==> config.mk <==
export PLATFORM = sky130hd
export DESIGN_NAME = vga_timing_generator
export DESIGN_NICKNAME = d
export VERILOG_FILES = /design/src/rtl/vga_timing_generator.sv
export SDC_FILE = /design/constraint.sdc
export NUM_CORES = 1
export LEC_CHECK = 0
export ABC_CLOCK_PERIOD_IN_PS = 5650
export BUFFER_PORTS_ARGS = -buffer_cell sky130_fd_sc_hd__buf_2
export CAP_MARGIN = 20
export CORE_MARGIN = 2
export CORE_UTILIZATION = 55
export DETAILED_ROUTE_END_ITERATION = 8
export HOLD_SLACK_MARGIN = 0.03
export PLACE_DENSITY = 0.77
export SLEW_MARGIN = 40
export SYNTH_ARGS = -nofsm -noshare
export SYNTH_HDL_FRONTEND = slang
export SYNTH_SLANG_ARGS = --single-unit
==> constraint.sdc <==
create_clock -name Clk -period 5.65 [get_ports Clk]
set_clock_uncertainty 0.2 [all_clocks]
set_input_delay 0.2825 -clock Clk [delete_from_list [all_inputs] [get_ports Clk]]
set_output_delay 0.2825 -clock Clk [all_outputs]
set_load 0.1 [all_outputs]
==> src/rtl/vga_timing_generator.sv <==
// Raster timing stage: horizontal/vertical phase FSMs, active-region counters,
// and sync/blanking delayed one cycle to line up with the colour manager's data.
module vga_timing_generator #(
  parameter int       COUNTER_WIDTH    = 11,
  parameter int       FRONTPORCH_WIDTH = 11,
  parameter int       BACKPORCH_WIDTH  = 8,
  parameter int       DATA_WIDTH       = 12,
  parameter int       H_FP_LEN         = 16,
  parameter int       H_SYNC_LEN       = 96,
  parameter int       V_FP_LEN         = 10,
  parameter int       V_SYNC_LEN       = 2,
  parameter logic     SYNC_POL         = 1'b0,
  parameter int       RST_H_ACT        = 640,
  parameter int       RST_H_BP         = 48,
  parameter int       RST_V_ACT        = 480,
  parameter int       RST_V_BP         = 33
) (
  input  logic                        Clk,
  input  logic                        Rst,
  input  logic [FRONTPORCH_WIDTH-1:0] H_FrontPorch,
  input  logic [BACKPORCH_WIDTH-1:0]  H_BackPorch,
  input  logic [FRONTPORCH_WIDTH-1:0] V_FrontPorch,
  input  logic [BACKPORCH_WIDTH-1:0]  V_BackPorch,
  input  logic [DATA_WIDTH-1:0]       Data_VGA,
  output logic                        Counter_X_Valid,
  output logic [COUNTER_WIDTH-1:0]    Counter_X,
  output logic                        Counter_Y_Valid,
  output logic [COUNTER_WIDTH-1:0]    Counter_Y,
  output logic                        HSync,
  output logic                        VSync,
  output logic [DATA_WIDTH-1:0]       RGB,
  output logic                        Frame_Start
);

  // state     | meaning
  // ST_ACTIVE | visible pixels / lines
  // ST_FP     | front porch (fixed length)
  // ST_SYNC   | sync pulse (fixed length)
  // ST_BACK   | back porch (shadowed, may be zero and then skipped)
  typedef enum logic [1:0] {ST_ACTIVE, ST_FP, ST_SYNC, ST_BACK} phase_e;

  localparam logic [COUNTER_WIDTH-1:0] H_FP_LD   = COUNTER_WIDTH'(H_FP_LEN - 1);
  localparam logic [COUNTER_WIDTH-1:0] H_SYNC_LD = COUNTER_WIDTH'(H_SYNC_LEN - 1);
  localparam logic [COUNTER_WIDTH-1:0] V_FP_LD   = COUNTER_WIDTH'(V_FP_LEN - 1);
  localparam logic [COUNTER_WIDTH-1:0] V_SYNC_LD = COUNTER_WIDTH'(V_SYNC_LEN - 1);

  phase_e                   h_state_q, h_state_d, v_state_q, v_state_d;
  logic [COUNTER_WIDTH-1:0] h_cnt_q, h_cnt_d, v_cnt_q, v_cnt_d;
  logic [COUNTER_WIDTH-1:0] x_q, x_d, y_q, y_d;
  logic [COUNTER_WIDTH-1:0] h_act_q, h_act_d, h_bp_q, h_bp_d;
  logic [COUNTER_WIDTH-1:0] v_act_q, v_act_d, v_bp_q, v_bp_d;
  logic                     run_q;
  logic                     valid_q, valid_d, fs_q, fs_d;
  logic [COUNTER_WIDTH-1:0] cx_q, cx_d, cy_q, cy_d;
  logic                     hs_q, hs_d, vs_q, vs_d, act_dly_q, act_dly_d;
  logic                     h_last, v_last, eol, eof, req_ok;

  always_ff @(posedge Clk or posedge Rst) begin
    if (Rst) begin
      h_state_q <= ST_ACTIVE;
      v_state_q <= ST_ACTIVE;
      h_cnt_q   <= COUNTER_WIDTH'(RST_H_ACT - 1);
      v_cnt_q   <= COUNTER_WIDTH'(RST_V_ACT - 1);
      x_q       <= '0;
      y_q       <= '0;
      h_act_q   <= COUNTER_WIDTH'(RST_H_ACT);
      h_bp_q    <= COUNTER_WIDTH'(RST_H_BP);
      v_act_q   <= COUNTER_WIDTH'(RST_V_ACT);
      v_bp_q    <= COUNTER_WIDTH'(RST_V_BP);
      run_q     <= 1'b0;
      valid_q   <= 1'b1;
      cx_q      <= '0;
      cy_q      <= '0;
      fs_q      <= 1'b0;
      hs_q      <= ~SYNC_POL;
      vs_q      <= ~SYNC_POL;
      act_dly_q <= 1'b0;
    end else begin
      h_state_q <= h_state_d;
      v_state_q <= v_state_d;
      h_cnt_q   <= h_cnt_d;
      v_cnt_q   <= v_cnt_d;
      x_q       <= x_d;
      y_q       <= y_d;
      h_act_q   <= h_act_d;
      h_bp_q    <= h_bp_d;
      v_act_q   <= v_act_d;
      v_bp_q    <= v_bp_d;
      run_q     <= 1'b1;
      valid_q   <= valid_d;
      cx_q      <= cx_d;
      cy_q      <= cy_d;
      fs_q      <= fs_d;
      hs_q      <= hs_d;
      vs_q      <= vs_d;
      act_dly_q <= act_dly_d;
    end
  end

  always_comb begin
    h_state_d = h_state_q;
    v_state_d = v_state_q;
    h_cnt_d   = h_cnt_q;
    v_cnt_d   = v_cnt_q;
    x_d       = x_q;
    y_d       = y_q;
    h_act_d   = h_act_q;
    h_bp_d    = h_bp_q;
    v_act_d   = v_act_q;
    v_bp_d    = v_bp_q;
    h_last    = (h_cnt_q == '0);
    v_last    = (v_cnt_q == '0);
    eol       = h_last && ((h_state_q == ST_BACK) || (h_state_q == ST_SYNC && h_bp_q == '0));
    eof       = eol && v_last &&
                ((v_state_q == ST_BACK) || (v_state_q == ST_SYNC && v_bp_q == '0));
    req_ok    = (H_FrontPorch >= FRONTPORCH_WIDTH'(2)) && (V_FrontPorch >= FRONTPORCH_WIDTH'(2));
    // The first edge after reset release holds position (0,0) so it is shown for a full cycle
    if (run_q) begin
      if (eof && req_ok) begin
        h_act_d = COUNTER_WIDTH'(H_FrontPorch);
        h_bp_d  = COUNTER_WIDTH'(H_BackPorch);
        v_act_d = COUNTER_WIDTH'(V_FrontPorch);
        v_bp_d  = COUNTER_WIDTH'(V_BackPorch);
      end
      if (!h_last) begin
        h_cnt_d = h_cnt_q - 1'b1;
        if (h_state_q == ST_ACTIVE) x_d = x_q + 1'b1;
      end else begin
        case (h_state_q)
          ST_ACTIVE: begin h_state_d = ST_FP;   h_cnt_d = H_FP_LD;   x_d = '0; end
          ST_FP:     begin h_state_d = ST_SYNC; h_cnt_d = H_SYNC_LD; end
          ST_SYNC: begin
            if (h_bp_q == '0) begin
              h_state_d = ST_ACTIVE; h_cnt_d = h_act_d - 1'b1;
            end else begin
              h_state_d = ST_BACK;   h_cnt_d = h_bp_q - 1'b1;
            end
          end
          default:   begin h_state_d = ST_ACTIVE; h_cnt_d = h_act_d - 1'b1; end
        endcase
      end
      if (eol) begin
        if (!v_last) begin
          v_cnt_d = v_cnt_q - 1'b1;
          if (v_state_q == ST_ACTIVE) y_d = y_q + 1'b1;
        end else begin
          case (v_state_q)
            ST_ACTIVE: begin v_state_d = ST_FP;   v_cnt_d = V_FP_LD;   y_d = '0; end
            ST_FP:     begin v_state_d = ST_SYNC; v_cnt_d = V_SYNC_LD; end
            ST_SYNC: begin
              if (v_bp_q == '0) begin
                v_state_d = ST_ACTIVE; v_cnt_d = v_act_d - 1'b1;
              end else begin
                v_state_d = ST_BACK;   v_cnt_d = v_bp_q - 1'b1;
              end
            end
            default:   begin v_state_d = ST_ACTIVE; v_cnt_d = v_act_d - 1'b1; end
          endcase
        end
      end
    end
  end

  always_comb begin
    valid_d   = (h_state_d == ST_ACTIVE) && (v_state_d == ST_ACTIVE);
    cx_d      = valid_d ? x_d : '0;
    cy_d      = valid_d ? y_d : '0;
    fs_d      = valid_d && (x_d == '0) && (y_d == '0);
    hs_d      = (run_q && h_state_q == ST_SYNC) ? SYNC_POL : ~SYNC_POL;
    vs_d      = (run_q && v_state_q == ST_SYNC) ? SYNC_POL : ~SYNC_POL;
    act_dly_d = run_q && valid_q;
    RGB       = act_dly_q ? Data_VGA : '0;
  end

  assign Counter_X_Valid = valid_q;
  assign Counter_Y_Valid = valid_q;
  assign Counter_X       = cx_q;
  assign Counter_Y       = cy_q;
  assign Frame_Start     = fs_q;
  assign HSync           = hs_q;
  assign VSync           = vs_q;

endmodule
==> parameters.txt <==
Parameter                              Value

Synthesis
  Portion of the post-synthesis area used by sequential elements    43.4%
  Combined area of all synthesized cells    6660 um2
  Number of warning messages in the yosys log    0
  Commonest register cell after synthesis    dfrtp_1
  Number of register bits inferred by synthesis    approximately 110
  Synth top area share    a little under a third
  Number of synthesized flops with an enable pin    0
  Cells after Synth    approximately 710
  Cell with the most instances after synthesis    dfrtp_1
  Number of distinct standard cells referenced by the synthesized netlist    64
  Average size of a mapped cell    9.36 um2
  Top cell type by total area after synthesis    dfrtp_1
  Synth area leaders    dfrtp_1, dfstp_2, mux2_2
  Top cells by count, synth    dfrtp_1, nor2_1, nand2_1
  Synth async-reset ratio    100%
  Synthesized Nets    777

Global route
  Final global-route overflow total    0
  Initial antenna violation count    0
  First-pass GRT wire length    about 28 mm
  Number of global-route vias before repair    5,910
  Global-route usage over all layers    about 28%
  Pin count of the biggest net entering global routing    ~70

Timing
  Unrepaired setup endpoints after global routing    false
  Final setup violation count    0
  Slew at the pin closest to its max-slew limit    832 ps
  Final-layout setup total negative slack    0 ps
  Max Freq    between 200 and 250 MHz
  Worst path setup slack after routing    1110 ps
  Tmin final    4540 ps
  Final Hold Violating Endpoints    0
  Max_slew headroom    44.4%
  Worst hold-check slack    290 ps
  Number of max-slew violations in the final report    0
  Period Utilization, post-route    80.4%

Critical path
  Reg-to-reg startpoint    h_cnt_q[0]$_DFFE_PP1P_
  Highest fanout seen on the critical path    14
  CP startpoint    h_cnt_q[0]$_DFFE_PP1P_
  Slowest library cell on the worst path    and3_1
  Element type at the critical path end    flop
  Critical register-to-register path endpoint    v_cnt_q[10]$_DFFE_PP0P_
  R2R cell count    15
  Kind of cell adding the most delay to the critical path    simple AND/OR/NAND/NOR gates
  CP Data Arrival Time    4710 ps
  Worst setup path class    reg -> reg
  Req. time, crit path    5820 ps
  Critical Path, Cell by Cell    inv_1 -> ha_1 -> nor4b_1 -> and3_1 -> nand2_2 -> nor3_2 -> mux2i_1 -> ha_1 -> nor3b_1 -> nand2_1 -> nor3_1 -> xor2_1 -> mux2i_1 -> o21ai_0 -> and3_1
  R2R Setup Slk    1110 ps
  Number of buffer and inverter stages on the critical path    1
  Element type at the critical path start    flop
  Max stage delay on crit path    between 500 and 600 ps

Power and ir drop
  Leakage power    3.81 nW
  Max IR drop VDD    0.000190 V
  Portion of total power attributed to combinational logic    20.2%
  Switching power total    0.830 mW
  Net Sw Frac    31.3%
  Design internal power    1.82 mW
  Pwr Density    322 nW/um2
  Sequential share of power    between 30% and 40%
  Overall power after layout    2.65 mW
  Clock share of power    42.9%

Clock network
  Cts-stage hold buffer count    39
  Clock tree from TritonCTS    built
  Root buf cell    clkbuf_16
  Clock-pin transition on the worst setup and hold timing paths    60 ps
  Buffers inserted during post-CTS setup optimization    0
  Clk_lat worst skew    430 ps
  Clock sink count    114
  Post-CTS Resized    0
  Num CTS Buffers    17
  H-tree levels    4
  Worst-case clock buffer depth    2

Floorplanning
  Area inside the core boundary    11,900 um2
  Die extent in y    114 um
  Placement row count    40
  Die footprint    13,000 um2
  Die Span X    ~110 um
  Effective utilization at floorplan    55.9%
  I/O pin count    91

Finish
  Non-filler instance count after layout    996
  FF/Latch Area    2890 um2
  Number of nets in the finished design    901
  Area of the multi-input gates    between 3000 and 4000 um2
  Area delta synth->final    23.6%
  Final core utilization    69.2%
  Share of post-route cells with drive strength above 1    about 25%
  Final instance area    between 8000 and 9000 um2
  Inserted Diodes    0
  Fillers    869

Placement
  Count of placed standard cells including taps    925
  Number of port buffers    90
  Placement Cell Area    7210 um2
  Worst slack at placement    1210 ps
  Detail Placement HPWL    11.5 mm
  RePlAce Congestion    0.892

Hold path
  Class of the worst hold path    in -> async

Drt
  Vias    just over 6k
  DR vias/cell    6.06
  Antenna viol nets, final    0
  DRC Markers    0
  Average detailed-routed wire length per instance    17.1 um
  WL final    17.0 mm
  Starting DRT DRC Count    369
  First drt pass iteration count    5

Run status
  Status    completed

Run
  Maxcap violations    0
-- placed cells by master (no fill, tap or decap), types with 9 or more instances in the layout --
cell type      instances
and2_1                31
o211ai_1               9
nor4_1                13
a21oi_1               32
nand2_1               63
or3_1                  9
xnor2_1               24
o21ai_0               36
a31oi_1               10
buf_2                 90
inv_1                 31
dfstp_2               29
dlygate4sd3_1         39
xor2_1                20
nor2_1                67
nand3_1               26
clkbuf_16             17
dfrtp_1               85
mux2i_1               15
ha_1                  13
nor3_1                26
mux2_2                39
-- state kept, by name (all words and copies together), names as in the netlist, 2 cells and up --
register,flops
v_cnt_q,11
v_act_q,11
Counter_X,11
v_bp_q,8
Counter_Y,11
v_state_q,2
x_q,11
y_q,11
h_cnt_q,11
h_bp_q,8
h_state_q,2
h_act_q,11
-- power groups by stage --
stage          sequential [mW]  clock (mW)  combinational (mW)
5_1_grt                  0.991        1.18               0.573
4_1_cts                  0.977        1.14               0.533
6_report                 0.979        1.14               0.535
2_1_floorplan             1.14           0               0.238
3_3_place_gp             0.983           0               0.492
3_5_place_dp             0.990           0               0.508
-- cell families (layout without fill, tap and decap cells) --
logic type	after synthesis	in the layout	share of synthesized area [%]
adder cells (fa/ha/maj)	13	13	2.44
other	1	1	0.0563
AO/OA/AOI/OAI	135	135	13.3
flip-flops	114	114	43.4
buffers and inverters	61	198	3.70
AND/OR/NAND/NOR	289	289	22.3
multiplexers	55	55	9.07
XOR/XNOR	44	44	5.78
-- layout make-up --
class	count	share of cell area, %
Multi-Input combinational cell	537	42.8
Sequential cell	114	35.1
Timing Repair Buffer	134	10.7
Clock buffer	23	6.17
Tap cell	147	2.23
Clock inverter	9	1.52
Inverter	32	1.52
-- worst max path at each step --
| stage | end | slack, ps | cells past startpoint |
|---|---|---|---|
| 2_1_floorplan | v_cnt_q[10]$_DFFE_PP0P_ | 1740 | 14 |
| 3_5_place_dp | h_cnt_q[8]$_DFFE_PP0P_ | 1210 | 14 |
| 4_1_cts | v_cnt_q[10]$_DFFE_PP0P_ | 1130 | 15 |
| 5_1_grt | v_cnt_q[10]$_DFFE_PP0P_ | 620 | 15 |
| 3_3_place_gp | h_cnt_q[8]$_DFFE_PP0P_ | 1460 | 14 |
| 6_report | v_cnt_q[10]$_DFFE_PP0P_ | 1110 | 15 |
-- layer usage --
layer | global-route usage (%) | vias up | wire length (um)
met5 | 0 | - | 0
met3 | 6.93 | 59 | 1130
met4 | 11.9 | 0 | 508
met2 | 47.5 | 250 | 8480
li1 | - | 2818 | -
met1 | 33.4 | 2905 | 6890
-- worst min-delay path, cell delays in order --
cell and delay (ps):
dlygate4sd3_1 540, buf_2 150, inv_6 420
Power figures use the tool's default switching activity.
